==> src/rtl/bshift_pkg.sv <==
// Shared types for the pipelined barrel shifter: shift modes and per-stage control.
// The rotate datapath is only built when BSHIFT_ROTATE_EN is defined.
package bshift_pkg;

   typedef enum logic [1:0] {
      OP_SLL = 2'b00,
      OP_SRL = 2'b01,
      OP_SRA = 2'b10,
      OP_ROR = 2'b11
   } op_e;

   // Control that rides along with every word: the mode and the original MSB for SRA fill.
   typedef struct packed {
      op_e  op;
      logic sign;
   } ctl_t;

endpackage

==> src/rtl/bshift_if.sv <==
// Operand/result handshake bundle for barrel_shift_pipe.
interface bshift_if #(
   parameter int WIDTH = 32
);
   localparam int SHW = $clog2(WIDTH);

   logic                 in_valid;
   logic                 in_ready;
   logic [WIDTH-1:0]     in_data;
   logic [SHW-1:0]       in_amt;
   bshift_pkg::op_e      in_op;
   logic                 out_valid;
   logic                 out_ready;
   logic [WIDTH-1:0]     out_data;

   modport master (
      output in_valid, in_data, in_amt, in_op, out_ready,
      input  in_ready, out_valid, out_data
   );

   modport slave (
      input  in_valid, in_data, in_amt, in_op, out_ready,
      output in_ready, out_valid, out_data
   );

endinterface

==> src/rtl/barrel_shift_pipe_stage.sv <==
// One level of the barrel shifter: conditional shift by 2^K, then payload/valid registers.
// Build option: BSHIFT_ROTATE_EN (undefined -> op 11 behaves as SRL).
module shift_stage
   import bshift_pkg::*;
#(
   parameter int WIDTH = 32,
   parameter int K     = 0,
   parameter int SHW   = $clog2(WIDTH)
) (
   input  logic             clk,
   input  logic             reset,
   input  logic             v_in,
   input  logic [WIDTH-1:0] word_in,
   input  logic [SHW-1:0]   amt_in,
   input  op_e              op_in,
   input  logic             sign_in,
   input  logic             en_next,
   output logic             en,
   output logic             v_q,
   output logic [WIDTH-1:0] word_q,
   output logic [SHW-1:0]   amt_q,
   output op_e              op_q,
   output logic             sign_q
);

   localparam int S = 1 << K;

   typedef struct packed {
      logic [WIDTH-1:0] word;
      logic [SHW-1:0]   amt;
      ctl_t             ctl;
   } payload_t;

   payload_t         pl_d;
   payload_t         pl_q;
   logic [WIDTH-1:0] shifted;

   // SRA fills from the original MSB, so successive levels compose into one arithmetic shift.
   always_comb begin
      case (op_in)
         OP_SLL:  shifted = word_in << S;
         OP_SRA:  shifted = {{S{sign_in}}, word_in[WIDTH-1:S]};
`ifdef BSHIFT_ROTATE_EN
         OP_ROR:  shifted = {word_in[S-1:0], word_in[WIDTH-1:S]};
`endif
         default: shifted = {{S{1'b0}}, word_in[WIDTH-1:S]};
      endcase
      pl_d.word     = amt_in[K] ? shifted : word_in;
      pl_d.amt      = amt_in;
      pl_d.ctl.op   = op_in;
      pl_d.ctl.sign = sign_in;
   end

   // An empty slot always accepts, so bubbles collapse under back-pressure.
   assign en = !v_q || en_next;

   always_ff @(posedge clk) begin
      if (reset) begin
         v_q  <= 1'b0;
         pl_q <= '0;
      end else if (en) begin
         v_q  <= v_in;
         pl_q <= pl_d;
      end
   end

   assign word_q = pl_q.word;
   assign amt_q  = pl_q.amt;
   assign op_q   = pl_q.ctl.op;
   assign sign_q = pl_q.ctl.sign;

endmodule

==> src/rtl/barrel_shift_pipe.sv <==
// Fully pipelined barrel shifter (SLL/SRL/SRA/ROR), one register per mux level, valid/ready both sides.
// Build option: BSHIFT_ROTATE_EN enables the rotate datapath; otherwise op 11 acts as SRL.
module barrel_shift_pipe
   import bshift_pkg::*;
#(
   parameter int WIDTH = 32
) (
   input  logic    clk,
   input  logic    reset,
   bshift_if.slave bus
);

   localparam int SHW = $clog2(WIDTH);

   // Index 0 is the accepted operand; index k+1 is the register set of level k.
   logic [SHW:0]     v_s;
   logic [WIDTH-1:0] word_s [SHW+1];
   logic [SHW-1:0]   amt_s  [SHW+1];
   op_e              op_s   [SHW+1];
   logic             sign_s [SHW+1];
   logic [SHW-1:0]   en_s;
   logic [SHW-1:0]   en_next;

   assign v_s[0]    = bus.in_valid;
   assign word_s[0] = bus.in_data;
   assign amt_s[0]  = bus.in_amt;
   assign op_s[0]   = bus.in_op;
   assign sign_s[0] = bus.in_data[WIDTH-1];

   // Downstream space seen by each level, derived from registered valids only.
   always_comb begin
      en_next          = '0;
      en_next[SHW-1]   = bus.out_ready;
      for (int k = SHW - 2; k >= 0; k--) begin
         en_next[k] = en_next[k+1] || !v_s[k+2];
      end
   end

   for (genvar k = 0; k < SHW; k++) begin : g_stage
      shift_stage #(
         .WIDTH (WIDTH),
         .K     (k),
         .SHW   (SHW)
      ) u_stage (
         .clk     (clk),
         .reset   (reset),
         .v_in    (v_s[k]),
         .word_in (word_s[k]),
         .amt_in  (amt_s[k]),
         .op_in   (op_s[k]),
         .sign_in (sign_s[k]),
         .en_next (en_next[k]),
         .en      (en_s[k]),
         .v_q     (v_s[k+1]),
         .word_q  (word_s[k+1]),
         .amt_q   (amt_s[k+1]),
         .op_q    (op_s[k+1]),
         .sign_q  (sign_s[k+1])
      );
   end

   // The last level's registers are the output registers.
   assign bus.in_ready  = en_s[0] && !reset;
   assign bus.out_valid = v_s[SHW];
   assign bus.out_data  = word_s[SHW];

   logic unused_tail;
   assign unused_tail = ^{amt_s[SHW], op_s[SHW], sign_s[SHW], en_s};

endmodule
==> src/flat_wrapper.sv <==
// flat-port wrapper written by rule: the top's interface ports become plain ports
module barrel_shift_pipe_flat import bshift_pkg::*;
#(
   parameter int WIDTH = 32
)
  (clk, reset, bus_in_valid, bus_in_data, bus_in_amt, bus_in_op, bus_out_ready, bus_in_ready, bus_out_valid, bus_out_data);
  bshift_if #(.WIDTH(WIDTH)) bus_i ();
  input  logic clk;
  input  logic reset;
  input wire logic [$bits(bus_i.in_valid)-1:0] bus_in_valid;
  input wire logic [$bits(bus_i.in_data)-1:0] bus_in_data;
  input wire logic [$bits(bus_i.in_amt)-1:0] bus_in_amt;
  input wire logic [$bits(bus_i.in_op)-1:0] bus_in_op;
  input wire logic [$bits(bus_i.out_ready)-1:0] bus_out_ready;
  output wire logic [$bits(bus_i.in_ready)-1:0] bus_in_ready;
  output wire logic [$bits(bus_i.out_valid)-1:0] bus_out_valid;
  output wire logic [$bits(bus_i.out_data)-1:0] bus_out_data;
  assign bus_i.in_valid = bus_in_valid;
  assign bus_i.in_data = bus_in_data;
  assign bus_i.in_amt = bus_in_amt;
  assign bus_i.in_op = bus_in_op;
  assign bus_i.out_ready = bus_out_ready;
  assign bus_in_ready = bus_i.in_ready;
  assign bus_out_valid = bus_i.out_valid;
  assign bus_out_data = bus_i.out_data;
  barrel_shift_pipe #(.WIDTH(WIDTH)) u_core (.clk(clk), .reset(reset), .bus(bus_i));
endmodule
==> config.mk <==
export PLATFORM = sky130hd
export DESIGN_NAME = barrel_shift_pipe_flat
export DESIGN_NICKNAME = d
export VERILOG_FILES = /design/src/rtl/bshift_pkg.sv /design/src/rtl/bshift_if.sv /design/src/rtl/barrel_shift_pipe_stage.sv /design/src/rtl/barrel_shift_pipe.sv /design/src/flat_wrapper.sv
export SDC_FILE = /design/constraint.sdc
export NUM_CORES = 1
export LEC_CHECK = 0
export CORE_MARGIN = 3
export CORE_UTILIZATION = 49
export DETAILED_ROUTE_END_ITERATION = 10
export DONT_BUFFER_PORTS = 1
export SETUP_SLACK_MARGIN = 0.4
export SYNTH_ARGS = -nofsm -noshare
export SYNTH_HDL_FRONTEND = slang
export SYNTH_SLANG_ARGS = --single-unit
==> constraint.sdc <==
create_clock -name clk -period 4.05 [get_ports clk]
set_input_delay 0.405 -clock clk [delete_from_list [all_inputs] [get_ports clk]]
set_output_delay 0.405 -clock clk [all_outputs]
set_load 0.01 [all_outputs]
==> flow_metrics.env, run 1 <==
export IMPL_crit_fanout=36
export IMPL_io_buffer_count=0
export IMPL_synth_top_area_cell="dfxtp_1"
export IMPL_routed_top_layer="met4"
export IMPL_fin_crit_sh_pct=58.5
export IMPL_first_iter_violations=729
export IMPL_fp_dieH_um=151
export IMPL_synth_nets=1263
export IMPL_first_pass_iters=5
export IMPL_ctsHtreeMaxLevel=4
export IMPL_wl_met1_mm=13.2
export IMPL_final_nets=1140
export IMPL_critPathTopFamily="simple AND/OR/NAND/NOR gates"
export IMPL_netlist_area_um2=10300
export IMPL_grt_overflow=0
export IMPL_initial_core_util_pct=50.4
export IMPL_ant_nets=0
export IMPL_period_needed_ps=2370
export IMPL_clock_sinks=187
export IMPL_crit_arrival_ps=2690
export IMPL_vias_per_cell=6.45
export IMPL_hold_path_class="in -> reg"
export IMPL_startpoint_type="flip-flop"
export IMPL_synth_flop_cell="dfxtp_1"
export IMPL_grt_total_usage_pct=25.1
export IMPL_grt_pass1_vias=8303
export IMPL_num_vias=8899
export IMPL_worstPathRequired_ps=4370
export IMPL_post_cts_resize_count=0
export IMPL_wl_met3_mm=1.44
export IMPL_core_um2=20400
export IMPL_relSlewSlack_pct=18.3
export IMPL_synth_edff_count=0
export IMPL_post_cts_setup_buffers=0
export IMPL_fmax_ghz=0.422
export IMPL_slowest_delay_ps=670
export IMPL_dpl_cell_count=1348
export IMPL_die_area_um2=22800
export IMPL_dr_wl_met2_mm=12.9
export IMPL_wl_per_cell_um=20.6
export IMPL_cts_tree="yes"
export IMPL_final_layout_size_suffix_gt1_share_pct=8.11
export IMPL_crit_chain="and3b_2 > nand2_1 > o32ai_1"
export IMPL_fin_worst_skew_ps=11.0
export IMPL_syn_inst=1220
export IMPL_drc_errors=0
export IMPL_ys_ff_latch=187
export IMPL_synth_most_common_cell="dfxtp_1"
export IMPL_drv_slew=0
export IMPL_io_pins=77
export IMPL_avgSynthCellArea_um2=8.45
export IMPL_clockRootBuffer="clkbuf_16"
export IMPL_area_delta_synth_final_pct=3.13
export IMPL_seq_area_frac_synth_pct=36.3
export IMPL_clock_path_buffers=2
export IMPL_worst_slew_pin_slew_ps=1220
export IMPL_status="completed"
export IMPL_holdBufCountCts=0
export IMPL_clk_pin_slew_worst_paths_ps=70
export IMPL_synth_warnings=0
export IMPL_wl_mm=28.4
export IMPL_ys_async_sr_fraction_pct=0
export IMPL_gp_congestion=0.819
export IMPL_rsz0062_at_grt="false"
export IMPL_hold_viol=0
export IMPL_leakagePower_nw=4.21
export IMPL_synth_common_cells="dfxtp_1 (187), nor2_1 (131), o21ai_0 (98), clkbuf_1 (96), inv_1 (88)"
export IMPL_row_count=52
export IMPL_grt_max_degree=287
export IMPL_diodes=0
export IMPL_dp_hpwl_mm=19.0
export IMPL_grt_pass1_wl_mm=46.0
export IMPL_peakVddDrop_mv=0.206
export IMPL_cp_end_kind="flip-flop"
export IMPL_critPathSlowestCell="and3b_2"
export IMPL_powerDensity_nw_per_um2=383
export IMPL_synth_area_leaders="dfxtp_1 (36%), o211a_1 (5.6%), nor2_1 (4.8%)"
export IMPL_fp_dieW_um=151
export IMPL_crit_type="reg -> reg"
export IMPL_critPathBufInv=0
export IMPL_yosys_cell_types_count=39
export IMPL_setup_viol=0
export IMPL_numCtsBuffers=17
export IMPL_synth_top_cell_area_share_pct=36.3
export IMPL_insertion_delay_ps=440
export IMPL_fin_cells=1380
export IMPL_antenna_found_initial=0
export IMPL_setup_tns_ps=0
export IMPL_drv_cap=0
-- area by class of cell --
class | instances | area (µm²)
fillers | 2004 | 9800
repair buffers | 12 | 90.1
flip-flops and latches | 187 | 3740
inverters | 89 | 334
clock inverters | 13 | 129
well taps | 270 | 338
clock buffers | 19 | 443
multi-input cells | 790 | 5550
-- layout by cell type, fill, tap and decap left out, drive strengths merged, types with 3 or more instances in the layout --
cell type	synthesis	routed
dfxtp	187	187
nor2	131	131
o21ai	98	98
inv	88	95
nor3	62	62
o211a	58	58
a221oi	56	56
o32ai	54	54
o41ai	44	44
nand3b	33	33
mux2	30	30
a211o	28	28
a21oi	26	26
o311a	26	26
a221o	26	26
nand2	23	23
clkbuf	97	19
a211oi	18	18
and2	14	14
nand3	14	14
buf	57	12
nand4b	10	10
nor3b	10	10
nor2b	10	10
o21a	5	5
clkinv	1	4
or2	3	3
or4	3	3
-- flip-flops by register name (all words and copies together), names as in the netlist --
register                       flops
u_core.g_stage.u_stage.sign_q      4
u_core.g_stage.u_stage.amt_q      10
u_core.g_stage.u_stage.v_q         5
u_core.g_stage.u_stage.op_q        8
u_core.g_stage.u_stage.word_q    160
-- kinds of logic (layout without fill, tap and decap cells) --
group	count (synthesis)	after routing	synth area share (%)
AOI/OAI and AO/OA	443	443	35.1
buffers and inverters	243	133	9.87
DFF	187	187	36.3
muxes	30	30	3.28
and+or+nand+nor	317	317	15.4
-- metrics by stage --
stage               worst slack (ps)  hold WS (ps)  total power, mW  area (µm²)  util (%)
finish                          1680          45.4             4.07       10600      52.0
global route                    1400          27.9             4.24       10600      52.0
global placement                1730           437             2.46       10100      49.2
CTS                             1670          28.4             4.10       10600      52.0
detailed placement              1670           447             2.47       10100      49.2
floorplan                       2350           432             2.41       10300         -
-- final timing paths --
check | cells after the start | from | to | slack [ps]
min reg2reg | 2 | u_core.g_stage[0].u_stage.amt_q[2] | u_core.g_stage[0].u_stage.amt_q[2] | 460
max | 3 | u_core.g_stage[4].u_stage.v_q | u_core.g_stage[1].u_stage.word_q[14] | 1680
max reg2reg | 3 | u_core.g_stage[4].u_stage.v_q | u_core.g_stage[1].u_stage.word_q[14] | 1680
min | 1 | reset | u_core.g_stage[0].u_stage.word_q[0] | 50
-- routing by layer --
layer	up-vias	track usage [%]
met5	-	0
met3	47	4.94
met1	4201	34.7
met4	0	9.43
li1	4376	-
met2	275	38.7
-- power breakdown --
part / switching, mW / leakage, nW / total [mW] / internal (mW)
Combinational: 0.198 / 2.40 / 0.381 / 0.182
Clock: 0.765 / 0.276 / 1.64 / 0.880
Sequential: 0.111 / 1.54 / 2.05 / 1.94
-- worst register-to-register path, stage by stage (launching register included) --
cell     delay, ps
dfxtp_1        470
and3b_2        670
nand2_1        670
o32ai_1        450
Note: power is estimated with default switching activity, not from simulation.
==> run 2: changes to the inputs <==
==> constraint.sdc (replaced) <==
create_clock -name clk -period 2.35 [get_ports clk]
set_input_delay 0.235 -clock clk [delete_from_list [all_inputs] [get_ports clk]]
set_output_delay 0.235 -clock clk [all_outputs]
set_load 0.01 [all_outputs]
==> run 2 against run 1 <==
Net effect: the flow now finishes with violations (negative hold slack); combinational power increased by 85%; die area unchanged; critical path depth increased by 2; clock skew about the same; first-iteration DRC count decreased by 17%; final cell count increased by 2.3%; critical endpoint is now u_core.g_stage[0].u_stage.sign_q; power increased by 71%.
==> flow_metrics.env, run 2 (same netlist as run 1, synthesis figures left out) <==
export IMPL_regToRegSetupSlack_ps=450
export IMPL_vias_per_cell=6.41
export IMPL_initial_core_util_pct=50.4
export IMPL_dpl_cell_count=1362
export IMPL_worstPathRequired_ps=2730
export IMPL_violations="negative hold slack"
export IMPL_rsz0062_at_grt="false"
export IMPL_ctsHtreeMaxLevel=4
export IMPL_grt_max_degree=287
export IMPL_swShare_pct=27.2
export IMPL_critPathBufInv=2
export IMPL_fmax_ghz=0.526
export IMPL_layout_common_cells="dfxtp_1 (184), nor2_1 (130), o21ai_0 (98)"
export IMPL_relSlewSlack_pct=32.4
export IMPL_clockRootBuffer="clkbuf_16"
export IMPL_grt_pass1_vias=8477
export IMPL_cp_num_cells=5
export IMPL_worst_slew_pin_slew_ps=1010
export IMPL_status="complete, but fails checks"
export IMPL_gp_congestion=0.829
export IMPL_drv_slew=0
export IMPL_largest_reg_flops=160
export IMPL_grtUsageMet3_pct=4.76
export IMPL_crit_fanout=18
export IMPL_wl_mm=29.0
export IMPL_power_clock_fraction_pct=39.5
export IMPL_insertion_delay_ps=430
export IMPL_core_um2=20400
export IMPL_area_delta_synth_final_pct=6.34
export IMPL_use_met1_pct=34.4
export IMPL_first_pass_iters=5
export IMPL_p_comb_share_pct=10.1
export IMPL_busiest_layer="met2"
export IMPL_crit_arrival_ps=2280
export IMPL_fin_cells=1412
export IMPL_crit_path_start="u_core.g_stage[4].u_stage.v_q"
export IMPL_worst_slack_ps=449
export IMPL_p_sw_mw=1.90
export IMPL_antenna_found_initial=0
export IMPL_crit_path_end="u_core.g_stage[0].u_stage.sign_q"
export IMPL_rr_startpoint="u_core.g_stage[4].u_stage.v_q"
export IMPL_powerDensity_nw_per_um2=636
export IMPL_row_count=52
export IMPL_power_internal_mw=5.08
export IMPL_fp_dieW_um=151
export IMPL_first_iter_violations=603
export IMPL_critPathTopFamily="buffers and inverters"
export IMPL_final_nets=1172
export IMPL_pwr_share_seq_pct=50.4
export IMPL_seq_area_um2=3750
export IMPL_fp_dieH_um=151
export IMPL_setup_viol=0
export IMPL_nFillCells=2037
export IMPL_drv_cap=0
export IMPL_crit_type="reg -> reg"
export IMPL_clk_pin_slew_worst_paths_ps=80
export IMPL_clock_path_buffers=2
export IMPL_die_area_um2=22800
export IMPL_dp_worst_setup_slack_ps=598
export IMPL_ant_nets=0
export IMPL_final_common_cell="dfxtp_1"
export IMPL_setup_tns_ps=0
export IMPL_grtUsageMet2_pct=41.4
export IMPL_wl_per_cell_um=20.5
export IMPL_grt_pass1_wl_mm=46.4
export IMPL_drc_errors=0
export IMPL_num_vias=9057
export IMPL_io_buffer_count=0
export IMPL_fin_worst_skew_ps=10.6
export IMPL_critPathSlowestCell="dlygate4sd3_1"
export IMPL_slowest_delay_ps=570
export IMPL_grt_total_usage_pct=25.3
export IMPL_final_core_util_pct=53.6
export IMPL_dp_hpwl_mm=19.4
export IMPL_r2r_end="u_core.g_stage[0].u_stage.sign_q"
export IMPL_hold_viol=10
export IMPL_clock_sinks=187
export IMPL_period_needed_ps=1900
export IMPL_numCtsBuffers=17
export IMPL_reg2reg_depth=5
export IMPL_grt_overflow=0
export IMPL_cp_end_kind="flip-flop"
export IMPL_crit_chain="and4b_4 > buf_4 > nand3_1 > a21oi_1 > dlygate4sd3_1"
export IMPL_io_pins=77
export IMPL_diodes=0
export IMPL_startpoint_type="flip-flop"
export IMPL_peakVddDrop_mv=0.398
export IMPL_timing_hold_ws_ps=-135
export IMPL_leakagePower_nw=4.40
export IMPL_cts_tree="yes"
export IMPL_hold_path_class="in -> reg"
export IMPL_fin_crit_sh_pct=80.9
export IMPL_multi_input_area_um2=5560
export IMPL_final_layout_size_suffix_gt1_share_pct=9.54
[run 2: worst reg2reg max path: cells and delay by family, from the launching register on]
family	cells	cell delay, ps
compound gates	1	150
flops	1	400
buf+inv	2	780
simple gates	2	520
[run 2: layer usage]
| layer | share of wire (%) | wire (µm) | vias to the layer above |
|---|---|---|---|
| met5 | 0 | 0 | - |
| met4 | 1.8 | 536 | 0 |
| met3 | 4.4 | 1290 | 29 |
| met2 | 48 | 13800 | 239 |
| met1 | 46 | 13400 | 4351 |
| li1 | - | - | 4438 |
[run 2: worst min path at each step]
| stage | start | cells past startpoint | endpoint | slack [ps] |
|---|---|---|---|---|
| 3_3_place_gp | reset | 1 | u_core.g_stage[0].u_stage.amt_q[1] | 320 |
| 2_1_floorplan | bus_in_valid | 2 | u_core.g_stage[0].u_stage.v_q | 360 |
| 5_1_grt | reset | 1 | u_core.g_stage[0].u_stage.word_q[0] | -130 |
| 4_1_cts | reset | 1 | u_core.g_stage[0].u_stage.op_q[0] | -140 |
| 6_report | reset | 1 | u_core.g_stage[0].u_stage.v_q | -140 |
| 3_5_place_dp | reset | 1 | u_core.g_stage[0].u_stage.amt_q[1] | 330 |
[run 2: stage by stage]
| step | area (µm²) | hold slack (ps) | total power [mW] |
|---|---|---|---|
| after floorplan | 10300 | 364 | 4.16 |
| after global placement | 10200 | 325 | 4.25 |
| after detailed placement | 10200 | 325 | 4.26 |
| after CTS | 10900 | -139 | 7.01 |
| after global routing | 11000 | -127 | 7.25 |
| final | 11000 | -135 | 6.97 |
[run 2: repair_timing]
action                     in CTS  in global routing
setup buffers                   1                  0
pin swaps                       1                  0
hold endpoints to repair      186                 91
resized for setup               1                  8
setup endpoints to repair       1                  8
hold buffers                   10                  7
[run 2: power by group through the flow]
stage / Combinational [mW] / Clock [mW] / Sequential [mW]
floorplan: 0.656 / 0 / 3.50
global placement: 0.675 / 0 / 3.58
detailed placement: 0.678 / 0 / 3.58
CTS: 0.692 / 2.81 / 3.51
global route: 0.786 / 2.93 / 3.53
finish: 0.705 / 2.76 / 3.51
[run 2: final cells by class]
class | count | area share [%]
tap | 270 | 3.08
sequential | 187 | 34.2
timing repair buffer | 44 | 3.88
clock inverter | 14 | 1.16
multi-input combinational | 790 | 50.7
inverter | 89 | 3.05
clock buffer | 18 | 3.92
